$ cat src/rtl/clk_period_monitor_pkg.sv
// Shared definitions for the divided-clock period monitor: state encoding and
// default constants derived from the 24 MHz system / 2.4 MHz divided clock pair.
package clk_period_monitor_pkg;

    typedef enum logic [1:0] {
        ST_IDLE    = 2'd0,
        ST_MEASURE = 2'd1,
        ST_LOCKED  = 2'd2
    } mon_state_t;

    localparam int SYS_CLK_HZ = 24_000_000;
    localparam int DIV_CLK_HZ = 2_400_000;

    localparam int DEF_CNT_W      = 8;
    localparam int DEF_EXP_PERIOD = SYS_CLK_HZ / DIV_CLK_HZ;
    localparam int DEF_TOL        = 1;
    localparam int DEF_LOCK_CNT   = 4;
    localparam int DEF_TIMEOUT    = 40;

endpackage

$ cat src/rtl/clk_period_monitor_sync_edge_det.sv
// Two-flop synchronizer for an asynchronous input followed by a rising-edge
// detector; Rise is a single-cycle pulse 2-3 cycles after the input edge.
module sync_edge_det (
    input  logic Clk_24M,
    input  logic Rst,
    input  logic Din,
    output logic Rise
);

    logic s1, s2, s3;

    always_ff @(posedge Clk_24M) begin
        if (Rst) begin
            s1 <= 1'b0;
            s2 <= 1'b0;
            s3 <= 1'b0;
        end else begin
            s1 <= Din;
            s2 <= s1;
            s3 <= s2;
        end
    end

    assign Rise = s2 & ~s3;

endmodule

$ cat src/rtl/clk_period_monitor.sv
// Measures the period of an externally divided clock in Clk_24M cycles,
// declares lock after a run of in-tolerance periods, and flags errors/stalls.
module clk_period_monitor
    import clk_period_monitor_pkg::*;
#(
    parameter int CNT_W      = DEF_CNT_W,
    parameter int EXP_PERIOD = DEF_EXP_PERIOD,
    parameter int TOL        = DEF_TOL,
    parameter int LOCK_CNT   = DEF_LOCK_CNT,
    parameter int TIMEOUT    = DEF_TIMEOUT
) (
    input  logic             Clk_24M,
    input  logic             Rst,
    input  logic             Clk_in,
    output logic [CNT_W-1:0] Period,
    output logic             Period_vld,
    output logic             Locked,
    output logic             Err,
    output logic             Stall
);

    localparam logic [CNT_W-1:0] CNT_MAX = '1;
    localparam logic [CNT_W-1:0] TMO     = CNT_W'(TIMEOUT);
    // Lower bound clipped at zero so a large TOL cannot underflow the compare.
    localparam int               LO_I    = (EXP_PERIOD > TOL) ? EXP_PERIOD - TOL : 0;
    localparam logic [CNT_W:0]   PER_LO  = (CNT_W+1)'(LO_I);
    localparam logic [CNT_W:0]   PER_HI  = (CNT_W+1)'(EXP_PERIOD + TOL);
    localparam int               GW      = $clog2(LOCK_CNT + 1);
    localparam logic [GW-1:0]    GOOD_LK = GW'(LOCK_CNT);

    logic             rise;
    logic [CNT_W-1:0] cnt;
    logic [CNT_W:0]   cnt_p1;
    logic             cnt_sat;
    logic             tmo_hit;
    logic             per_good;
    logic [CNT_W-1:0] per_val;
    logic [GW-1:0]    good_q, good_d, good_inc;
    mon_state_t       state_q, state_d;
    logic [CNT_W-1:0] period_d;
    logic             vld_d, locked_d, err_d, stall_d;

    sync_edge_det u_sync (
        .Clk_24M (Clk_24M),
        .Rst     (Rst),
        .Din     (Clk_in),
        .Rise    (rise)
    );

    // Free-running interval counter, restarted by every rising edge.
    always_ff @(posedge Clk_24M) begin
        if (Rst)
            cnt <= '0;
        else if (rise)
            cnt <= '0;
        else if (!cnt_sat)
            cnt <= cnt + CNT_W'(1);
    end

    assign cnt_sat  = (cnt == CNT_MAX);
    assign tmo_hit  = (cnt == TMO);
    assign cnt_p1   = {1'b0, cnt} + (CNT_W+1)'(1);
    assign per_val  = cnt_sat ? CNT_MAX : cnt_p1[CNT_W-1:0];
    assign per_good = !cnt_sat && (cnt_p1 >= PER_LO) && (cnt_p1 <= PER_HI);
    assign good_inc = good_q + GW'(1);

    always_comb begin
        state_d  = state_q;
        good_d   = good_q;
        period_d = Period;
        vld_d    = 1'b0;
        err_d    = 1'b0;
        locked_d = Locked;
        stall_d  = Stall;
        case (state_q)
            ST_IDLE: begin
                // First edge only opens the measurement window.
                if (rise) begin
                    state_d = ST_MEASURE;
                    stall_d = 1'b0;
                    good_d  = '0;
                end
            end
            ST_MEASURE: begin
                if (rise) begin
                    period_d = per_val;
                    vld_d    = 1'b1;
                    if (per_good) begin
                        good_d = good_inc;
                        if (good_inc == GOOD_LK) begin
                            state_d  = ST_LOCKED;
                            locked_d = 1'b1;
                        end
                    end else begin
                        good_d = '0;
                    end
                end else if (tmo_hit) begin
                    state_d  = ST_IDLE;
                    stall_d  = 1'b1;
                    locked_d = 1'b0;
                    good_d   = '0;
                end
            end
            ST_LOCKED: begin
                if (rise) begin
                    period_d = per_val;
                    vld_d    = 1'b1;
                    if (!per_good) begin
                        state_d  = ST_MEASURE;
                        err_d    = 1'b1;
                        locked_d = 1'b0;
                        good_d   = '0;
                    end
                end else if (tmo_hit) begin
                    state_d  = ST_IDLE;
                    stall_d  = 1'b1;
                    locked_d = 1'b0;
                    good_d   = '0;
                end
            end
            default: begin
                state_d  = ST_IDLE;
                good_d   = '0;
                locked_d = 1'b0;
            end
        endcase
    end

    always_ff @(posedge Clk_24M) begin
        if (Rst) begin
            state_q    <= ST_IDLE;
            good_q     <= '0;
            Period     <= '0;
            Period_vld <= 1'b0;
            Locked     <= 1'b0;
            Err        <= 1'b0;
            Stall      <= 1'b0;
        end else begin
            state_q    <= state_d;
            good_q     <= good_d;
            Period     <= period_d;
            Period_vld <= vld_d;
            Locked     <= locked_d;
            Err        <= err_d;
            Stall      <= stall_d;
        end
    end

endmodule
$ cat config.mk
export PLATFORM = sky130hd
export DESIGN_NAME = clk_period_monitor
export DESIGN_NICKNAME = d
export VERILOG_FILES = /design/src/rtl/clk_period_monitor_pkg.sv /design/src/rtl/clk_period_monitor_sync_edge_det.sv /design/src/rtl/clk_period_monitor.sv
export SDC_FILE = /design/constraint.sdc
export NUM_CORES = 1
export LEC_CHECK = 0
export ABC_CLOCK_PERIOD_IN_PS = 3600
export CORE_UTILIZATION = 59
export CTS_CLUSTER_DIAMETER = 150
export CTS_CLUSTER_SIZE = 25
export DETAILED_ROUTE_END_ITERATION = 10
export GPL_TIMING_DRIVEN = 0
export PLACE_DENSITY = 0.83
export SLEW_MARGIN = 20
export SYNTH_ARGS = -nofsm -noshare
export SYNTH_HDL_FRONTEND = slang
export SYNTH_SLANG_ARGS = --single-unit
export TNS_END_PERCENT = 1
$ cat constraint.sdc
create_clock -name Clk_24M -period 3.6 [get_ports Clk_24M]
set_clock_uncertainty 0.15 [all_clocks]
set_input_delay 0.54 -clock Clk_24M [delete_from_list [all_inputs] [get_ports Clk_24M]]
set_output_delay 0.54 -clock Clk_24M [all_outputs]
set_load 0.005 [all_outputs]
Yosys cells after proc, flatten, opt, wreduce, memory -nomap -nowiden:

Cells that the tools add are included.

* add/subtract/negate cells: 3
* $lt $le $gt $ge: 2
* equality and inequality tests: 11
* mux-type cells: 29
* bitwise gates (word level): 6
* reductions and logical operators: 14

Operators with widths (number)
* $mux W3: 6
* $mux W2: 7
* $reduce_and A4 Y1: 3
* $mux W1: 11
* $add A8 B1 Y9 const B: 1
* $ge A9 B4 Y1 const B: 1
* $le A9 B4 Y1 const B: 1
* $ne A3 B3 Y1 const B: 3
* $pmux W3 S3: 1
* $add A8 B1 Y8 const B: 1
* $eq A8 B6 Y1 const B: 1
* $eq A8 B8 Y1 const B: 1
* $mux W8: 1
* $pmux W2 S3: 1
* $reduce_or A2 Y1: 3
* $not A1 Y1: 5
* $ne A2 B2 Y1 const B: 2
* $reduce_and A2 Y1: 2
* $add A3 B1 Y3 const B: 1
* $eq A3 B3 Y1 const B: 1
* $pmux W1 S3: 1
* $reduce_or A3 Y1: 1
* $eq A2 B1 Y1 const B: 1
* $eq A2 B2 Y1 const B: 1
* other kinds (7): 8

* bits in registers: 28
* output and inout bits: 12

Logic depth before layout (Yosys ltp):

* depth in word-level cells: 7
* depth in mapped cells: 8
* depth with buffers taken out: 8

Cells and area by module:

Synthesis repeated with hierarchy kept, for this count alone.

* cells, all modules: 169
* area, all modules: 1452.6 µm²

By module, submodules not included
* clk_period_monitor: instances 1, cells an instance 162, area each 1365.1 µm², seq. area each 500.5 µm²
* sync_edge_det: instances 1, cells an instance 7, area each 87.6 µm², seq. area each 60.1 µm²

Least setup slack after synthesis:

Ideal clock, no wire load.

* kind: reg-to-reg
* start: register cnt[0]
* end: register good_q[0]
* setup time: 0.072 ns
* arrival time: 2.079 ns
* setup slack: 1.299 ns
* stages on the path, launching flop included: 9
* clock period less this slack: 2.301 ns
* path through: dfxtp_1 > inv_1 > ha_1 > nor3b_1 > nor4_2 > nand4_1 > or2_1 > o32a_1 > mux2i_1

* word-level cells in the longest chain between the ends: 7
* elaborated cells between the ends (all ways): 15
* those cells by class: 1 x add/sub; 2 x order compare; 3 x eq/ne; 5 x mux; 4 x reduce/logical

RTL lines
* from (decl): RTL line clk_period_monitor.sv:32 `logic [CNT_W-1:0] cnt;`
* from (signal assigned): RTL line clk_period_monitor.sv:57 `cnt <= cnt + CNT_W'(1);`
* $add A8 B1 Y9 *: RTL line clk_period_monitor.sv:62 `assign cnt_p1 = {1'b0, cnt} + (CNT_W+1)'(1);`
* net cnt_p1[0]: RTL line clk_period_monitor.sv:33 `logic [CNT_W:0] cnt_p1;`
* $ge A9 B4 Y1: RTL line clk_period_monitor.sv:64 `assign per_good = !cnt_sat && (cnt_p1 >= PER_LO) && (cnt_p1 <= PER_HI);`
* $logic_and A1 B1 Y1: RTL line clk_period_monitor.sv:64
* $logic_and A1 B1 Y1 *: RTL line clk_period_monitor.sv:64
* $mux W3: RTL line clk_period_monitor.sv:88 `if (per_good) begin`
* $mux W3: RTL line clk_period_monitor.sv:85 `if (rise) begin`
* $pmux W3 S3: RTL line clk_period_monitor.sv:75 `case (state_q)`
* to (signal assigned): RTL line clk_period_monitor.sv:140 `good_q <= good_d;`
* to (decl): RTL line clk_period_monitor.sv:38 `logic [GW-1:0] good_q, good_d, good_inc;`

Mark *: on every way through the listed nets, which the timed path passes. The rest lies on a longest branch.
A chain may end at the register's enable or synchronous reset.

Final worst setup path:

* start: register cnt[0]
* end: register good_q[1]

Same word-level chain as after synthesis.

==> flow_metrics.py <==
metrics = {
    "finish": {
        "area.growth.synth_to_final_pct": 16.4,
        "final_util_pct": 73.0,
        "final_common_cell": "dfxtp_1",
        "design_area_um2": 1620,
        "layout_common_cells": "dfxtp_1 (28), nor2_1 (24), clkdlybuf4s50_1 (14)",
        "diodes": 0,
        "nNetsFinal": 193,
        "drive_above_1_share_pct": 5.03,
    },
    "global_routing": {
        "antenna_found_initial": 0,
        "grt_first_pass_wirelength_um": 4860,
        "grt_overflow": 0,
        "grt_max_degree": 17,
        "grt_pass1_vias": 1155,
        "grt_use_total_pct": 25.0,
    },
    "power": {
        "p_per_area_nw_per_um2": 408,
        "ir_drop_mv": 0.357,
        "pwr-share-clk_pct": 30.8,
        "p_int_w": 0.000489,
        "combinationalPowerShare_pct": 18.2,
        "seqPwrFrac_pct": 51.0,
        "switching_share_pct": 25.8,
        "switchingPower_w": 0.000170,
        "p_leak_nw": 0.611,
    },
    "timing": {
        "setup_viol": 0,
        "final_max_slew_viol_count": 0,
        "setup-tns-final_ns": 0,
        "finalHoldViolCount": 0,
        "rsz0062_at_grt": "false",
        "slew_headroom_pct": 67.4,
        "fin_crit_ns": 2.63,
        "fmax_mhz": 380,
        "worstMarginPinSlew_ns": 0.489,
        "finalCritPeriodShare_pct": 73.2,
    },
    "flow_run": {
        "cap_violations": 0,
    },
    "cts": {
        "cts_setup_buffers": 0,
        "ctsResizeCount": 0,
        "insertion_delay_ns": 0.33,
        "hold_buffers": 0,
        "path_clk_slew_ns": 0.15,
        "root_buffer": "clkbuf_4",
        "numCtsBuffers": 3,
        "cts_buffer_depth": 2,
        "cts_tree": "built",
        "clock_sinks": 28,
        "cts_max_level": 1,
    },
    "synth": {
        "synthCells": 161,
        "async_reset_ff_share_pct": 0,
        "yosys_warnings": 0,
        "synth_area_um2": 1390,
        "synth.distinct_cells": 38,
        "syn_avg_cell_area_um2": 8.62,
        "synth_edf_count": 0,
        "synth_seq_cells": 28,
        "synth_fp_nets": 174,
        "ys_seq_area_share_pct": 40.4,
        "ys.flop_type": "dfxtp_1",
    },
    "setup_path": {
        "cp-endpoint": "good_q[1]",
        "crit_arrival_ns": 2.75,
        "reg2reg_setup_slack_ns": 0.97,
        "path_class": "flip-flop to flip-flop",
        "r2r_start": "cnt[0]",
        "cp-startpoint": "cnt[0]",
        "worst-path-max-fanout": 8,
        "reg2reg_to": "good_q[1]",
        "cp-end-kind": "flip-flop",
        "required_ns": 3.72,
        "start_kind": "flip-flop",
        "reg2reg_depth": 8,
    },
    "detailed_routing": {
        "wl_met2_um": 1290,
        "ant_nets": 0,
        "wire_per_inst_um": 13.5,
        "maxUsedRoutingLayer": "met4",
        "routed_wirelength_um": 2790,
        "num_vias": 1184,
        "wl_met1_um": 1280,
        "initialDrtViolationCount": 39,
        "drc": 0,
        "firstDrtPassIters": 4,
        "dr_wl_met3_um": 157,
        "viasPerCell": 5.72,
    },
    "die": {
        "fp.dieW_um": 50.5,
        "io-pin-count": 15,
        "fp-row-count": 17,
        "start_util_pct": 62.7,
        "core_area_um2": 2210,
        "die_y_um": 50.5,
        "dieArea_um2": 2550,
    },
    "hold_path": {
        "worstHoldStart": "u_sync.s1",
        "holdCritPathClass": "flip-flop to flip-flop",
    },
    "status": {
        "status": "completed",
    },
    "placed_design": {
        "io_buffer_count": 14,
        "place_hpwl_um": 2040,
        "gp_congestion": 0.849,
        "place_area_um2": 1560,
    },
}
==> power groups by stage <==
stage | combinational (W) | sequential [W] | clock, W
floorplan | 0.0000851 | 0.000339 | 0
global placement | 0.000111 | 0.000341 | 0
detailed placement | 0.000117 | 0.000342 | 0
CTS | 0.000117 | 0.000335 | 0.000207
global route | 0.000133 | 0.000338 | 0.000218
finish | 0.000120 | 0.000336 | 0.000203
==> final cells by class <==
class,count,area [um^2]
Clock inverter,1,30.0
Multi-Input combinational cell,117,766
Sequential cell,28,561
Fill cell,185,597
Buffer,7,27.5
Tap cell,28,35.0
Clock buffer,3,22.5
Inverter,9,33.8
Timing Repair Buffer,14,140
==> flip-flops by register name, summed over array words and instances, names as in the netlist, 2 cells and up <==
| register | cells |
|---|---|
| cnt | 8 |
| state_q | 2 |
| Period | 8 |
| good_q | 3 |
==> worst max-delay path, stage by stage (launching register included) <==
cell	delay, ns
dfxtp_1	0.51
inv_1	0.14
ha_1	0.36
nor3b_1	0.16
nor4_2	0.24
nand4_1	0.18
or2_1	0.31
o32a_1	0.39
o22ai_1	0.14
==> Yosys cell counts (5+ instances only) <==
cell	number	area, um^2
nand2b_1	6	37.5
inv_1	9	33.8
nor3_1	5	25.0
a211oi_1	5	37.5
a21oi_1	10	50.1
mux2i_1	5	50.1
ha_1	10	125
nor2_1	24	90.1
dfxtp_1	28	561
clkbuf_1	6	22.5
nand2_1	9	33.8
==> how the worst min path moves through the flow <==
stage          cells past startpoint  slack (ns)        end
6_report                           1        0.31  u_sync.s2
3_3_place_gp                       1        0.28  u_sync.s2
4_1_cts                            1        0.32  u_sync.s2
3_5_place_dp                       1        0.29  u_sync.s2
2_1_floorplan                      1        0.26  u_sync.s2
5_1_grt                            1        0.34  u_sync.s2
==> metrics by stage <==
stage / setup slack (ns) / instances / hold WS, ns / power, W
2_1_floorplan: 1.30 / 161 / 0.264 / 0.000425
3_5_place_dp: 1.04 / 203 / 0.288 / 0.000458
5_1_grt: 0.774 / 207 / 0.342 / 0.000689
6_report: 0.966 / 207 / 0.314 / 0.000659
4_1_cts: 0.988 / 207 / 0.319 / 0.000660
3_3_place_gp: 1.08 / 203 / 0.278 / 0.000453
==> routing by layer <==
metal / vias up / GRT usage (%)
met2: 42 / 38.7
met1: 535 / 33.2
met3: 9 / 4.85
li1: 598 / -
met4: 0 / 12.0
met5: - / 0
==> logic make-up (layout without fill, tap and decap cells) <==
logic type               after synthesis  after routing  share of synthesized area (%)
multiplexers                           5              5                           3.61
AND/OR/NAND/NOR                       70             70                           26.4
AO/OA/AOI/OAI                         28             28                           13.1
flip-flops                            28             28                           40.4
adder cells (fa/ha/maj)               10             10                           9.02
buffers and inverters                 16             34                           4.42
XOR/XNOR                               4              4                           3.07
Power figures use the tool's default switching activity.
